--- config.mk ---
export PLATFORM = sky130hd
export DESIGN_NAME = spi_txn_arbiter
export DESIGN_NICKNAME = d
export VERILOG_FILES = /design/src/rtl/spi_txn_arbiter.sv
export SDC_FILE = /design/constraint.sdc
export NUM_CORES = 1
export LEC_CHECK = 0
export CAP_MARGIN = 20
export CORE_MARGIN = 4
export CORE_UTILIZATION = 40
export CTS_CLUSTER_SIZE = 30
export DETAILED_ROUTE_END_ITERATION = 7
export PLACE_DENSITY = 0.84
export SLEW_MARGIN = 20
export SYNTH_ARGS = -nofsm -noshare
export SYNTH_HDL_FRONTEND = slang
export SYNTH_SLANG_ARGS = --single-unit
--- constraint.sdc ---
create_clock -name clk -period 2.5 [get_ports clk]
set_clock_uncertainty 0.2 [all_clocks]
set_input_delay 0.5 -clock clk [delete_from_list [all_inputs] [get_ports clk]]
set_output_delay 0.5 -clock clk [all_outputs]
set_load 0.01 [all_outputs]
--- src/rtl/spi_txn_arbiter.sv ---
// rtl/spi_txn_arbiter.sv - round-robin sharing of one SPI master between NREQ requesters
// Each grant runs SETUP -> START -> WAIT -> GAP with a watchdog on the master's done pulse.
module spi_txn_arbiter #(
  parameter int NREQ       = 4,
  parameter int DATA_WIDTH = 8,
  parameter int GAP_CYCLES = 2,
  parameter int TIMEOUT    = 64
) (
  input  logic                       clk,
  input  logic                       rst_n,
  input  logic [NREQ-1:0]            req,
  input  logic [NREQ*DATA_WIDTH-1:0] req_data,
  input  logic [NREQ*2-1:0]          req_mode,
  output logic [NREQ-1:0]            gnt,
  output logic [NREQ-1:0]            ack,
  output logic                       err,
  output logic [DATA_WIDTH-1:0]      rsp_data,
  output logic [NREQ-1:0]            ss_n,
  output logic [DATA_WIDTH-1:0]      m_din,
  output logic                       m_cpol,
  output logic                       m_cpha,
  output logic                       m_start,
  input  logic                       m_done,
  input  logic [DATA_WIDTH-1:0]      m_rx
);

  localparam int PW = $clog2(NREQ);
  localparam int CW = $clog2(TIMEOUT + GAP_CYCLES + 1);

  typedef enum logic [2:0] {S_IDLE, S_SETUP, S_START, S_WAIT, S_GAP} state_t;

  state_t                state_q;
  logic [PW-1:0]         ptr_q;
  logic [CW-1:0]         cnt_q;
  logic [NREQ-1:0]       gnt_q;
  logic [NREQ-1:0]       ack_q;
  logic [NREQ-1:0]       ss_n_q;
  logic                  err_q;
  logic [DATA_WIDTH-1:0] rsp_q;
  logic [DATA_WIDTH-1:0] din_q;
  logic                  cpol_q;
  logic                  cpha_q;
  logic                  start_q;

  logic                  found_d;
  logic [PW-1:0]         win_d;
  logic [NREQ-1:0]       onehot_d;
  logic [DATA_WIDTH-1:0] din_d;
  logic [1:0]            mode_d;

  // Two passes give "first set bit above the pointer, else wrap to the lowest".
  always_comb begin
    found_d = 1'b0;
    win_d   = '0;
    for (int i = 0; i < NREQ; i++) begin
      if (!found_d && req[i] && (PW'(i) > ptr_q)) begin
        found_d = 1'b1;
        win_d   = PW'(i);
      end
    end
    for (int i = 0; i < NREQ; i++) begin
      if (!found_d && req[i] && (PW'(i) <= ptr_q)) begin
        found_d = 1'b1;
        win_d   = PW'(i);
      end
    end
  end

  always_comb begin
    onehot_d = '0;
    din_d    = '0;
    mode_d   = '0;
    for (int i = 0; i < NREQ; i++) begin
      if (PW'(i) == win_d) begin
        onehot_d[i] = 1'b1;
        din_d       = req_data[i*DATA_WIDTH +: DATA_WIDTH];
        mode_d      = req_mode[2*i +: 2];
      end
    end
  end

  always_ff @(posedge clk or negedge rst_n) begin
    if (!rst_n) begin
      state_q <= S_IDLE;
      ptr_q   <= PW'(NREQ - 1);
      cnt_q   <= '0;
      gnt_q   <= '0;
      ack_q   <= '0;
      ss_n_q  <= '1;
      err_q   <= 1'b0;
      rsp_q   <= '0;
      din_q   <= '0;
      cpol_q  <= 1'b0;
      cpha_q  <= 1'b0;
      start_q <= 1'b0;
    end else begin
      ack_q   <= '0;
      err_q   <= 1'b0;
      start_q <= 1'b0;
      case (state_q)
        S_IDLE: begin
          if (found_d) begin
            gnt_q            <= onehot_d;
            ss_n_q           <= ~onehot_d;
            din_q            <= din_d;
            {cpol_q, cpha_q} <= mode_d;
            ptr_q            <= win_d;
            state_q          <= S_SETUP;
          end
        end
        S_SETUP: begin
          start_q <= 1'b1;
          state_q <= S_START;
        end
        S_START: begin
          cnt_q   <= '0;
          state_q <= S_WAIT;
        end
        S_WAIT: begin
          cnt_q <= cnt_q + 1'b1;
          // Terminal count chosen so the abort ack lands TIMEOUT cycles after m_start.
          if (m_done || (cnt_q == CW'(TIMEOUT - 2))) begin
            ack_q   <= gnt_q;
            err_q   <= !m_done;
            rsp_q   <= m_done ? m_rx : '0;
            gnt_q   <= '0;
            ss_n_q  <= '1;
            cnt_q   <= '0;
            state_q <= S_GAP;
          end
        end
        S_GAP: begin
          if (cnt_q == CW'(GAP_CYCLES - 1)) begin
            state_q <= S_IDLE;
          end else begin
            cnt_q <= cnt_q + 1'b1;
          end
        end
        default: state_q <= S_IDLE;
      endcase
    end
  end

  assign gnt      = gnt_q;
  assign ack      = ack_q;
  assign err      = err_q;
  assign rsp_data = rsp_q;
  assign ss_n     = ss_n_q;
  assign m_din    = din_q;
  assign m_cpol   = cpol_q;
  assign m_cpha   = cpha_q;
  assign m_start  = start_q;

endmodule

* Word-level counts from Yosys, hierarchy flattened
Cells that the tools add are included.
** Word-level totals
- Flip-flop bits (word level) :: 44
- Bits in latches :: 0
- RAM bits :: 0
- ROM bits :: 0
- Input port bits :: 55
- Output and inout bits :: 32
- Logic and storage cells :: 114
- Memories :: 0
** Cells by class
- $add $sub $neg :: 1
- Multiply operators :: 0
- Divide/modulo/power cells :: 0
- Magnitude comparators :: 8
- Eq/ne operators :: 13
- Shift-type cells :: 0
- Mux-type cells :: 46
- Bitwise logic cells :: 1
- Reduce and logical (&&, ||, !) cells :: 33
** Operators by type and width (count)
- $mux 8 :: 5
- $mux 4 :: 6
- $pmux 7 s3 :: 1
- $mux 2 :: 10
- $mux 1 :: 16
- $pmux 4 s2 :: 2
- $logic_and 1x1->1 :: 15
- $pmux 3 s5 :: 1
- $mux 7 :: 2
- $mux 3 :: 3
- $logic_not 1->1 :: 8
- $ne 2x2->1 const B :: 4
- $add 7x1->7 const B :: 1
- $eq 7x1->1 const B :: 1
- $eq 7x6->1 const B :: 1
- $eq 3x2->1 const B :: 2
- $reduce_and 2->1 :: 3
- $reduce_and 3->1 :: 2
- $eq 2x2->1 const A :: 2
- $gt 1x2->1 const A :: 2
- $gt 2x2->1 const A :: 2
- $le 1x2->1 const A :: 2
- $le 2x2->1 const A :: 2
- $not 4->4 :: 1
- other kinds (8) :: 8

* Longest topological paths before layout
Gate-level depths: netlist of run 1.
- Depth in word-level cells :: 36
- Gate-level depth with buffers :: 8
- Depth with buffers taken out :: 7

* Least setup slack after synthesis of run 1
Ideal clock, no wire load.
- Kind :: reg2reg
- From :: reg cnt_q[1]
- To :: reg cnt_q[5]
- Setup time :: 0.138 ns
- Arrival time :: 1.771 ns
- Data required time :: 2.162 ns
- Setup slack :: 0.391 ns
- Stages on the path, launching flop included :: 8
- Buffers on the path :: 0
- Clock period less this slack :: 2.109 ns
- Path through :: dfrtp_1 -> inv_1 -> ha_1 -> or4b_1 -> o311a_4 -> o2111ai_1 -> xor2_1 -> nor2_1
** Between the ends
- Word-level cells in the longest chain between the ends :: 4
- Elaborated cells between the ends (all ways) :: 9
- Those cells by class :: add/sub: 1; eq/ne: 3; mux: 3; reduce/logical: 2
** RTL lines
- start: declaration :: RTL line 34 : logic [CW-1:0] cnt_q;
- start signal: assignment :: RTL line 120 : cnt_q <= cnt_q + 1'b1;
- start signal: assignment :: RTL line 136 : cnt_q <= cnt_q + 1'b1;
- parallel branches: the longest is 4 deep, another holds $add 7x1->7
Parallel ways; which one is timed is not known. The select of a mux whose other input is x is not followed.
A chain may end at the register's enable or synchronous reset.

* Worst setup path after layout of run 1
- From :: in req[1]
- To :: reg gnt_q[0] (netlist: gnt[0])
** Between the ends
- Word-level cells in the longest chain between the ends :: 31
- Elaborated cells between the ends (all ways) :: 40
- Those cells by class :: eq/ne: 1; mux: 17; reduce/logical: 22
** RTL lines
- start: declaration :: RTL line 11 : input logic [NREQ-1:0] req,
- $logic_and 1x1->1 (2 in series) :: RTL line 56 : if (!found_d && req[i] && (PW'(i) > ptr_q)) begin
- $mux 1 :: RTL line 56
- $logic_not 1->1 :: RTL line 56
- $logic_and 1x1->1 (2 in series) :: RTL line 56
- $mux 1 :: RTL line 56
- $logic_not 1->1 :: RTL line 56
- $logic_and 1x1->1 (2 in series) :: RTL line 56
- $mux 1 :: RTL line 56
- [... 11 more ...]
- $mux 1 :: RTL line 62 : if (!found_d && req[i] && (PW'(i) <= ptr_q)) begin
- $logic_not 1->1 :: RTL line 62
- $logic_and 1x1->1 (2 in series) :: RTL line 62
- $mux 2 :: RTL line 62
- $logic_not 2->1 :: RTL line 74 : if (PW'(i) == win_d) begin
- $mux 1 :: RTL line 74
- $mux 4 :: RTL line 102 : if (found_d) begin
- $pmux 4 s2 :: RTL line 100 : case (state_q)
- end signal: assignment :: RTL line 103 : gnt_q <= onehot_d;
- end: declaration :: RTL line 35 : logic [NREQ-1:0] gnt_q;
Parallel ways exist; a longest one is shown, timed or not. The select of a mux whose other input is x is not followed.

==> reports/metrics.cfg, run 1 <==
[global_routing]
grt.total_usage_pct=19.0
gr-total-overflow=0
grt_max_degree=45
grt_antenna_before_repair=0
grt_pass1_vias=2172
grt_pass1_wl_um=11000

[power_and_ir_drop]
ir_worst_vdd_v=0.000434
p_int_mw=2.26
power_frac_comb_pct=49.5
swShare_pct=37.3
p_clk_share_pct=15.9
p_switching_mw=1.34
pwr-share-seq_pct=34.7
p_leak_nw=1.42
power_density_mw_per_mm2=1040

[setup_path]
required_ns=2.50
worstSetupEndpointType=flip-flop
critical_path_arrival_ns=2.29
reg2regPathDepth=7
critPathLaunchType=input port
critPathMaxFanout=6
path_class=input port to flip-flop
reg2reg_slack_ns=0.27

[yosys]
syn-instance-count=227
avgSynthCellArea_um2=10.1
synth_area_mm2=0.00228
synthArstFlopShare_pct=100
seq_area_frac_synth_pct=48.5
synth-edff-count=0
synth.net_count=285
ys_types=50
synth_warnings=0
synthFlopType=dfrtp_1
synth_seq_cells=44

[die]
ios=87
design.die.area_mm2=0.00698
rows=27
start_util_pct=41.5
core_mm2=0.00551
die_h_um=83.6
dieWidth_um=83.6

[placement]
dp_hpwl_um=4880
dp.cells=391
placed_area_mm2=0.00333
gp_congestion=0.845
port_buffers=86

[timing]
rsz0062_at_grt=no
slew_headroom_pct=61.6
finalCriticalPeriod_ns=2.30
fin_crit_sh_pct=91.8
tightest_slew_ns=0.571
drv_slew=0
setup_viol=0
finalSetupTns_ns=0
hold_viol_final=0
fmax_ghz=0.436

[layout]
mostFrequentLayoutCells=clkdlybuf4s50_1, dfrtp_1, buf_4
antenna_cells=0
finalNetCount=384
final_common_cell=clkdlybuf4s50_1
fin_area_mm2=0.00344
layoutNonFillerInstCount=399
drive_gt1_share_pct=14.1
area_growth_syn_to_layout_pct=50.8

[route]
avgRoutedWirePerCell_um=16.2
routed_wl_um=6460
route.detailed.drc=0
route.vias.total=2201
first_pass_iters=4
viasPerCell=5.52
final_antenna_net_count=0
drt_iter0_drc=127

[outcome]
status=finished, final reports clean

[cts]
clock_latency_ns=0.31
post_cts_buffers=0
post_cts_resized=0
numCtsBuffers=5
path_clk_slew_ns=0.09
ctsLongestPathBuffers=2
cts_htree_levels=2
hold_buffers=0
cts_sinks=44
cts_root_buf=clkbuf_8
cts_tree=yes

[run]
max_cap_violations=0

[hold_path]
holdCritPathClass=input port to async pin

## metal layers
metal	track usage (%)	wire, µm	vias up
met5	0	0	-
met4	3.95	44	0
met3	4.34	349	5
met2	32.5	3260	58
met1	24.7	2810	1082
li1	-	-	1056
## synthesized netlist by cell type, types with 2 or more instances
| cell | n | area, µm² |
|---|---|---|
| a21boi_0 | 2 | 15.0 |
| a21oi_1 | 14 | 70.1 |
| a22o_1 | 11 | 96.3 |
| a22oi_1 | 5 | 37.5 |
| a2bb2oi_1 | 7 | 61.3 |
| a31oi_1 | 6 | 37.5 |
| a32oi_1 | 5 | 43.8 |
| and2_1 | 5 | 31.3 |
| and3_1 | 3 | 18.8 |
| buf_1 | 3 | 11.3 |
| buf_2 | 9 | 45.0 |
| clkbuf_1 | 3 | 11.3 |
| dfrtp_1 | 38 | 951 |
| dfstp_2 | 6 | 158 |
| ha_1 | 3 | 37.5 |
| inv_1 | 6 | 22.5 |
| nand2_1 | 10 | 37.5 |
| nand2b_1 | 3 | 18.8 |
| nor2_1 | 16 | 60.1 |
| nor2b_1 | 5 | 31.3 |
| nor3_1 | 2 | 10.0 |
| nor3b_1 | 2 | 15.0 |
| o2111ai_1 | 3 | 26.3 |
| o21ai_0 | 18 | 90.1 |
| o221ai_1 | 2 | 17.5 |
| o22ai_1 | 2 | 12.5 |
| o2bb2ai_1 | 2 | 17.5 |
| o31ai_1 | 4 | 30.0 |
| or2_2 | 3 | 18.8 |
| or3_1 | 5 | 31.3 |
| xor2_1 | 5 | 43.8 |
## kinds of logic after synthesis
logic type	count (synthesis)	synth area share, %
AOI/OAI and AO/OA	91	28.9
xor gates and xnor gates	6	2.30
adders and majority gates	3	1.64
buffers and inverters	22	4.16
DFF	44	48.5
and+or+nand+nor	61	14.5
## worst paths after layout
check,start,end
min reg2reg,m_din[0],m_din[0]
max reg2reg,cnt_q[1],cnt_q[3]
min,rst_n,m_din[0]
max in group asynchronous,rst_n,ptr_q[0]
min in group clk,m_din[0],m_din[0]
max,req[1],gnt[0]
## power groups by stage
stage / Clock (mW) / Combinational (mW) / Sequential [mW]
2_1_floorplan: 0 / 0.946 / 1.25
3_3_place_gp: 0 / 1.74 / 1.25
3_5_place_dp: 0 / 1.78 / 1.25
4_1_cts: 0.588 / 1.79 / 1.24
5_1_grt: 0.618 / 1.96 / 1.29
6_report: 0.572 / 1.78 / 1.25
## registers in the layout (all words and copies together) (netlist names)
| name | cells |
|---|---|
| m_start | 1 |
| ack | 4 |
| state_q | 3 |
| m_cpol | 1 |
| m_din | 8 |
| ptr_q | 2 |
| cnt_q | 7 |
| gnt | 4 |
| ss_n | 4 |
| m_cpha | 1 |
| rsp_data | 8 |
| err | 1 |
## final cells by class
class,instances,area (µm²)
inverters,6,22.5
clock inverters,3,46.3
well taps,72,90.1
fillers,450,2060
clock buffers,5,68.8
multi-input cells,161,1090
repair buffers,108,1020
flip-flops and latches,44,1110
## worst max-delay path, cell delays in order
cell	delay, ns
clkdlybuf4s50_1	0.46
buf_4	0.18
or2_2	0.31
a311oi_1	0.45
nor2_1	0.13
a22o_1	0.25
## stage by stage
| step | hold WS [ns] | power [mW] | setup WS (ns) | util (%) |
|---|---|---|---|---|
| 4_1_cts | 0.0756 | 3.62 | 0.207 | 62.6 |
| 6_report | 0.0450 | 3.60 | 0.205 | 62.6 |
| 3_3_place_gp | 0.280 | 2.99 | -0.0411 | 60.5 |
| 5_1_grt | 0.118 | 3.86 | 0.0420 | 62.6 |
| 2_1_floorplan | 0.00441 | 2.20 | 0.391 | - |
| 3_5_place_dp | 0.289 | 3.03 | -0.130 | 60.5 |
(Power assumes the default switching activity.)
==> run 2: changes to the inputs <==
- MAX_ROUTING_LAYER: default -> met4
==> run 2 against run 1 <==
Global-route usage up 0.20 points. Critical endpoint is now m_din[1]. First-iteration DRC count up 42%. Routed wire length down 0.33%. Sequential share of layout area unchanged. Largest cell class unchanged. Cell count unchanged. Worst setup slack worse by 0.030 ns. Clock power about the same. Combinational power about the same. Register-to-register slack worse by 0.02 ns. Critical path type unchanged.
==> reports/metrics.cfg, run 2 (synthesis gave the netlist of run 1 again) <==
[outcome]
status=finished, final reports clean  ; unchanged

[global_routing]
gr-total-overflow=0  ; unchanged
grt_pass1_vias=2226  ; was 2,172
grt_max_degree=45  ; unchanged
grt.total_usage_pct=19.2  ; was 19.0%
grt_pass1_wl_um=10800  ; was 11,000 µm
grt_antenna_before_repair=0  ; unchanged

[layout]
mostFrequentLayoutCells=clkdlybuf4s50_1, dfrtp_1, buf_4  ; unchanged
fin_area_mm2=0.00344  ; unchanged
area_growth_syn_to_layout_pct=50.8  ; unchanged
antenna_cells=0  ; unchanged
drive_gt1_share_pct=14.1  ; unchanged
final_common_cell=clkdlybuf4s50_1  ; unchanged
finalNetCount=384  ; unchanged

[cts]
numCtsBuffers=5  ; unchanged
post_cts_resized=0  ; unchanged
ctsLongestPathBuffers=2  ; unchanged
clock_latency_ns=0.30  ; was 0.31 ns
path_clk_slew_ns=0.10  ; was 0.09 ns
cts_sinks=44  ; unchanged
cts_root_buf=clkbuf_8  ; unchanged
cts_tree=yes  ; unchanged
hold_buffers=0  ; unchanged
cts_htree_levels=2  ; unchanged
post_cts_buffers=0  ; unchanged

[placement]
port_buffers=86  ; unchanged
dp_hpwl_um=4940  ; was 4880 µm
placed_area_mm2=0.00333  ; unchanged
gp_congestion=0.856  ; was 0.845

[setup_path]
worstSetupEndpointType=flip-flop  ; unchanged
reg2regPathDepth=7  ; unchanged
crit_path_top_delay_cell=clkdlybuf4s50_1  ; unchanged
critPathMaxFanout=8  ; was 6
cp_top_family=simple AND/OR/NAND/NOR gates  ; was compound AO/OA/AOI/OAI gates
critPathLaunchType=input port  ; unchanged
path_class=input port to flip-flop  ; unchanged
required_ns=2.49  ; was 2.50 ns
cpPeakStageDelay_ns=0.60  ; was 0.46 ns
crit_cells=7  ; was 6
path_cells=clkdlybuf4s50_1 -> nor4_2 -> or4_1 -> buf_4 -> or3_1 -> o21ai_0 -> a21oi_1  ; was clkdlybuf4s50_1 -> buf_4 -> or2_2 -> a311oi_1 -> nor2_1 -> a22o_1
critical_path_arrival_ns=2.31  ; was 2.29 ns
worst-path-buf-inv=2  ; unchanged

[die]
ios=87  ; unchanged
design.die.area_mm2=0.00698  ; unchanged
start_util_pct=41.5  ; unchanged
core_mm2=0.00551  ; unchanged
dieWidth_um=83.6  ; unchanged
rows=27  ; unchanged
die_h_um=83.6  ; unchanged

[power_and_ir_drop]
ir_worst_vdd_v=0.000448  ; was 0.000434 V
power_density_mw_per_mm2=1050  ; was 1040 mW/mm²
p_leak_nw=1.42  ; unchanged

[route]
first_pass_iters=4  ; unchanged
routed_wl_um=6440  ; was 6460 µm
final_antenna_net_count=0  ; unchanged
viasPerCell=5.51  ; was 5.52
route.vias.total=2200  ; was 2,201
drt_iter0_drc=180  ; was 127
route.detailed.drc=0  ; unchanged
avgRoutedWirePerCell_um=16.1  ; was 16.2 µm

[timing]
fmax_ghz=0.430  ; was 0.436 GHz
hold_viol_final=0  ; unchanged
setup_viol=0  ; unchanged
finalCriticalPeriod_ns=2.33  ; was 2.30 ns
drv_slew=0  ; unchanged
fin_crit_sh_pct=93.0  ; was 91.8%
finalSetupTns_ns=0  ; unchanged
slew_headroom_pct=55.9  ; was 61.6%
rsz0062_at_grt=no  ; unchanged
tightest_slew_ns=0.655  ; was 0.571 ns

[hold_path]
holdCritPathClass=input port to async pin  ; unchanged

[run]
max_cap_violations=0  ; unchanged

run 2: cell counts in the layout (fill, tap and decap cells not counted):
Identical to the previous run, type by type.
run 2: metal layers:
metal,global-route usage (%),wire length (µm),vias to the layer above
met5,-,0,-
met4,3.95,55,0
met1,24.3,2780,1071
met3,3.46,367,7
met2,32.5,3240,62
li1,-,-,1060
run 2: final timing paths:
| check | start | end | slack [ns] |
|---|---|---|---|
| min | rst_n | m_din[0] | 0.06 |
| max reg2reg | cnt_q[1] | cnt_q[3] | 0.25 |
| max | req[2] | m_din[1] | 0.17 |
| max in group asynchronous | rst_n | ptr_q[0] | 1.64 |
| min in group clk | m_din[4] | m_din[4] | 0.30 |
| min reg2reg | m_din[4] | m_din[4] | 0.30 |
run 2: report_power, final:
group	internal [mW]	total, mW	switching, mW
clock network	0.301	0.572	0.271
logic	0.952	1.79	0.837
registers	1.00	1.25	0.250
total	2.26	3.61	1.36
run 2: area by class of cell:
cell class	instances	area [µm²]
Clock inverter	3	46.3
Fill cell	446	2060
Multi-Input combinational cell	161	1090
Inverter	6	22.5
Tap cell	72	90.1
Timing Repair Buffer	108	1020
Clock buffer	5	68.8
Sequential cell	44	1110
run 2: worst reg2reg max path: stages (launching register included):
cell and delay [ns]:
dfrtp_1 0.45, inv_1 0.09, ha_1 0.12, or4b_1 0.44, o311a_4 0.36, o2111ai_1 0.22
xor2_1 0.17, nor2_1 0.05
run 2: through the flow:
step / power [mW] / worst slack [ns] / cells / hold WS (ns) / util [%]
finish: 3.61 / 0.174 / 399 / 0.0557 / 62.6
global route: 3.87 / 0.0369 / 399 / 0.121 / 62.6
CTS: 3.63 / 0.190 / 399 / 0.0758 / 62.6
detailed placement: 3.05 / -0.130 / 391 / 0.284 / 60.5
global placement: 2.99 / -0.0604 / 391 / 0.278 / 60.5
floorplan: 2.20 / 0.391 / 227 / 0.00441 / -
==> run 3: changes to the inputs <==
- PLACE_DENSITY: 0.84 -> 0.87
- clock period: 2.5 -> 1.95 ns (I/O delays scaled with it)
==> run 3 against run 2 <==
The flow now finishes with violations (setup timing). Via count up 12%. Die area unchanged. Largest cell class is now non-clock buffers. Global-route usage rose by 2.1 points. Count of clock-buffer cells in the layout did not move. Sequential power grew 22%.
==> reports/metrics.cfg, run 3 (synthesis gave the netlist of run 1 again) <==
[power_and_ir_drop]
ir_worst_vdd_v=0.000660  ; was 0.000448 V
power_frac_comb_pct=57.8  ; was 49.5%
p_switching_mw=2.04  ; was 1.36 mW
p_int_mw=3.29  ; was 2.26 mW
swShare_pct=38.3  ; was 37.6%
power_density_mw_per_mm2=1370  ; was 1050 mW/mm²
p_clk_share_pct=13.7  ; was 15.8%
pwr-share-seq_pct=28.5  ; was 34.7%
p_leak_nw=1.61  ; was 1.42 nW

[timing]
fmax_ghz=0.453
setup_viol=9  ; was 0
drv_slew=0  ; unchanged
layout_setup_ws_ns=-0.259  ; was 0.174 ns
hold_viol_final=0  ; unchanged
tightest_slew_ns=0.489  ; was 0.655 ns
fin_crit_sh_pct=113
slew_headroom_pct=67.4  ; was 55.9%
rsz0062_at_grt=yes  ; was no
finalCriticalPeriod_ns=2.21
hold_ws_ns=0.304  ; was 0.0557 ns
finalSetupTns_ns=-1.48  ; was 0 ns

[global_routing]
gr-total-overflow=0  ; unchanged
grt_antenna_before_repair=0  ; unchanged
grt.total_usage_pct=21.4  ; was 19.2%
grt_pass1_wl_um=11900  ; was 10,800 µm
grt_max_degree=28  ; was 45
grt_pass1_vias=2427  ; was 2,226

[die]
core_mm2=0.00551  ; unchanged
dieWidth_um=83.6  ; unchanged
ios=87  ; unchanged
die_h_um=83.6  ; unchanged
rows=27  ; unchanged
start_util_pct=41.5  ; unchanged
design.die.area_mm2=0.00698  ; unchanged

[setup_path]
critical_path_arrival_ns=2.19  ; was 2.31 ns
path_class=flip-flop to flip-flop  ; was input port to flip-flop
worstSetupEndpointType=flip-flop  ; unchanged
crit_path_top_delay_cell=or4b_4  ; was clkdlybuf4s50_1
critPathLaunchType=flip-flop  ; was input port
critPathMaxFanout=7  ; was 8
worst-path-buf-inv=1  ; was 2
r2r-start=cnt_q[1]  ; unchanged
crit_start=cnt_q[1]  ; was req[2]
cp_top_family=compound AO/OA/AOI/OAI gates  ; was simple AND/OR/NAND/NOR gates
path_cells=inv_1 -> ha_1 -> or4b_4 -> o311a_4 -> o2111ai_2 -> xor2_1 -> nor2_1  ; was clkdlybuf4s50_1 -> nor4_2 -> or4_1 -> buf_4 -> or3_1 -> o21ai_0 -> a21oi_1
required_ns=1.93  ; was 2.49 ns
cpPeakStageDelay_ns=0.47  ; was 0.60 ns

[layout]
fillers=362  ; was 446
drive_gt1_share_pct=29.2  ; was 14.1%
antenna_cells=0  ; unchanged
mostFrequentLayoutCells=clkdlybuf4s50_1, buf_4, dfrtp_1  ; was clkdlybuf4s50_1, dfrtp_1, buf_4
area_growth_syn_to_layout_pct=69.9  ; was 50.8%
finalNetCount=416  ; was 384
final_common_cell=clkdlybuf4s50_1  ; unchanged

[cts]
cts_root_buf=clkbuf_8  ; unchanged
cts_sinks=44  ; unchanged
cts_tree=yes  ; unchanged
cts_htree_levels=2  ; unchanged
numCtsBuffers=5  ; unchanged
path_clk_slew_ns=0.09  ; was 0.10 ns
clock_latency_ns=0.30  ; about the same
ctsLongestPathBuffers=2  ; unchanged

[route]
final_antenna_net_count=0  ; unchanged
route.vias.total=2462  ; was 2,200
routed_wl_um=7960  ; was 6440 µm
drt_iter0_drc=192  ; was 180
first_pass_iters=6  ; was 4
avgRoutedWirePerCell_um=18.5  ; was 16.1 µm
route.detailed.drc=0  ; unchanged
viasPerCell=5.71  ; was 5.51

[hold_path]
holdCritPathClass=flip-flop to flip-flop  ; was input port to async pin
min_from=m_din[4]

[run]
max_cap_violations=0  ; unchanged

[placement]
gp_congestion=0.975  ; was 0.856
port_buffers=86  ; unchanged
dp_hpwl_um=5330  ; was 4940 µm

[outcome]
violations=setup timing
status=finished, violations left  ; was finished, final reports clean

run 3: final cells by class:
type / instances / area (µm²) / share of cell area [%]
Clock buffer: 5 / 68.8 / 1.77
Clock inverter: 3 / 46.3 / 1.19
Inverter: 6 / 22.5 / 0.580
Multi-Input combinational cell: 163 / 1260 / 32.5
Sequential cell: 44 / 1110 / 28.6
Tap cell: 72 / 90.1 / 2.32
Timing Repair Buffer: 138 / 1280 / 33.0
run 3: power groups by stage:
stage	combinational (mW)	sequential, mW	clock, mW
finish	3.08	1.52	0.730
global route	3.30	1.56	0.782
CTS	2.73	1.50	0.736
detailed placement	2.58	1.54	0
global placement	2.51	1.52	0
floorplan	1.21	1.60	0
run 3: path summary, 6_finish.rpt:
check                           endpoint  slack, ns  cells past startpoint
worst max-delay path            cnt_q[5]      -0.26                      7
worst min-delay path            m_din[4]       0.30                      2
worst max register to register  cnt_q[5]      -0.26                      7
worst min register to register  m_din[4]       0.30                      2
max in group asynchronous        ss_n[3]       0.60                      3
min in group asynchronous       m_din[4]       0.37                      2
run 3: through the flow:
| stage | instance area (µm²) | std cells | util [%] | power, mW | worst slack (ns) |
|---|---|---|---|---|---|
| after CTS | 3700 | 425 | 67.2 | 4.97 | -0.224 |
| after detailed placement | 3500 | 411 | 63.6 | 4.12 | -0.477 |
| final | 3880 | 431 | 70.5 | 5.33 | -0.259 |
| after floorplan | 2280 | 227 | - | 2.81 | -0.159 |
| after global placement | 3500 | 411 | 63.6 | 4.03 | -0.460 |
| after global routing | 3880 | 431 | 70.5 | 5.65 | -0.305 |
run 3: per-layer routing:
layer  part of all wire (%)  GRT usage, %  wire length (µm)
met5                      0             -                 0
met4                    1.7          6.29               132
met3                    5.5          3.75               438
met2                     53          36.1              4210
met1                     40          26.3              3180
run 3: what timing repair did:
| action | CTS | global route |
|---|---|---|
| resized for setup | 23 | 45 |
| hold endpoints to repair | 15 | 0 |
| setup endpoints to repair | 39 | 36 |
| hold buffers | 1 | 0 |
| pin swaps | 3 | 17 |
| buffers inserted | 4 | 4 |
| gates cloned | 1 | 2 |
run 3: worst min-delay path: stages (launching register included):
cell and delay, ns:
dfrtp_1 0.36, a2bb2oi_1 0.06, o31ai_1 0.05
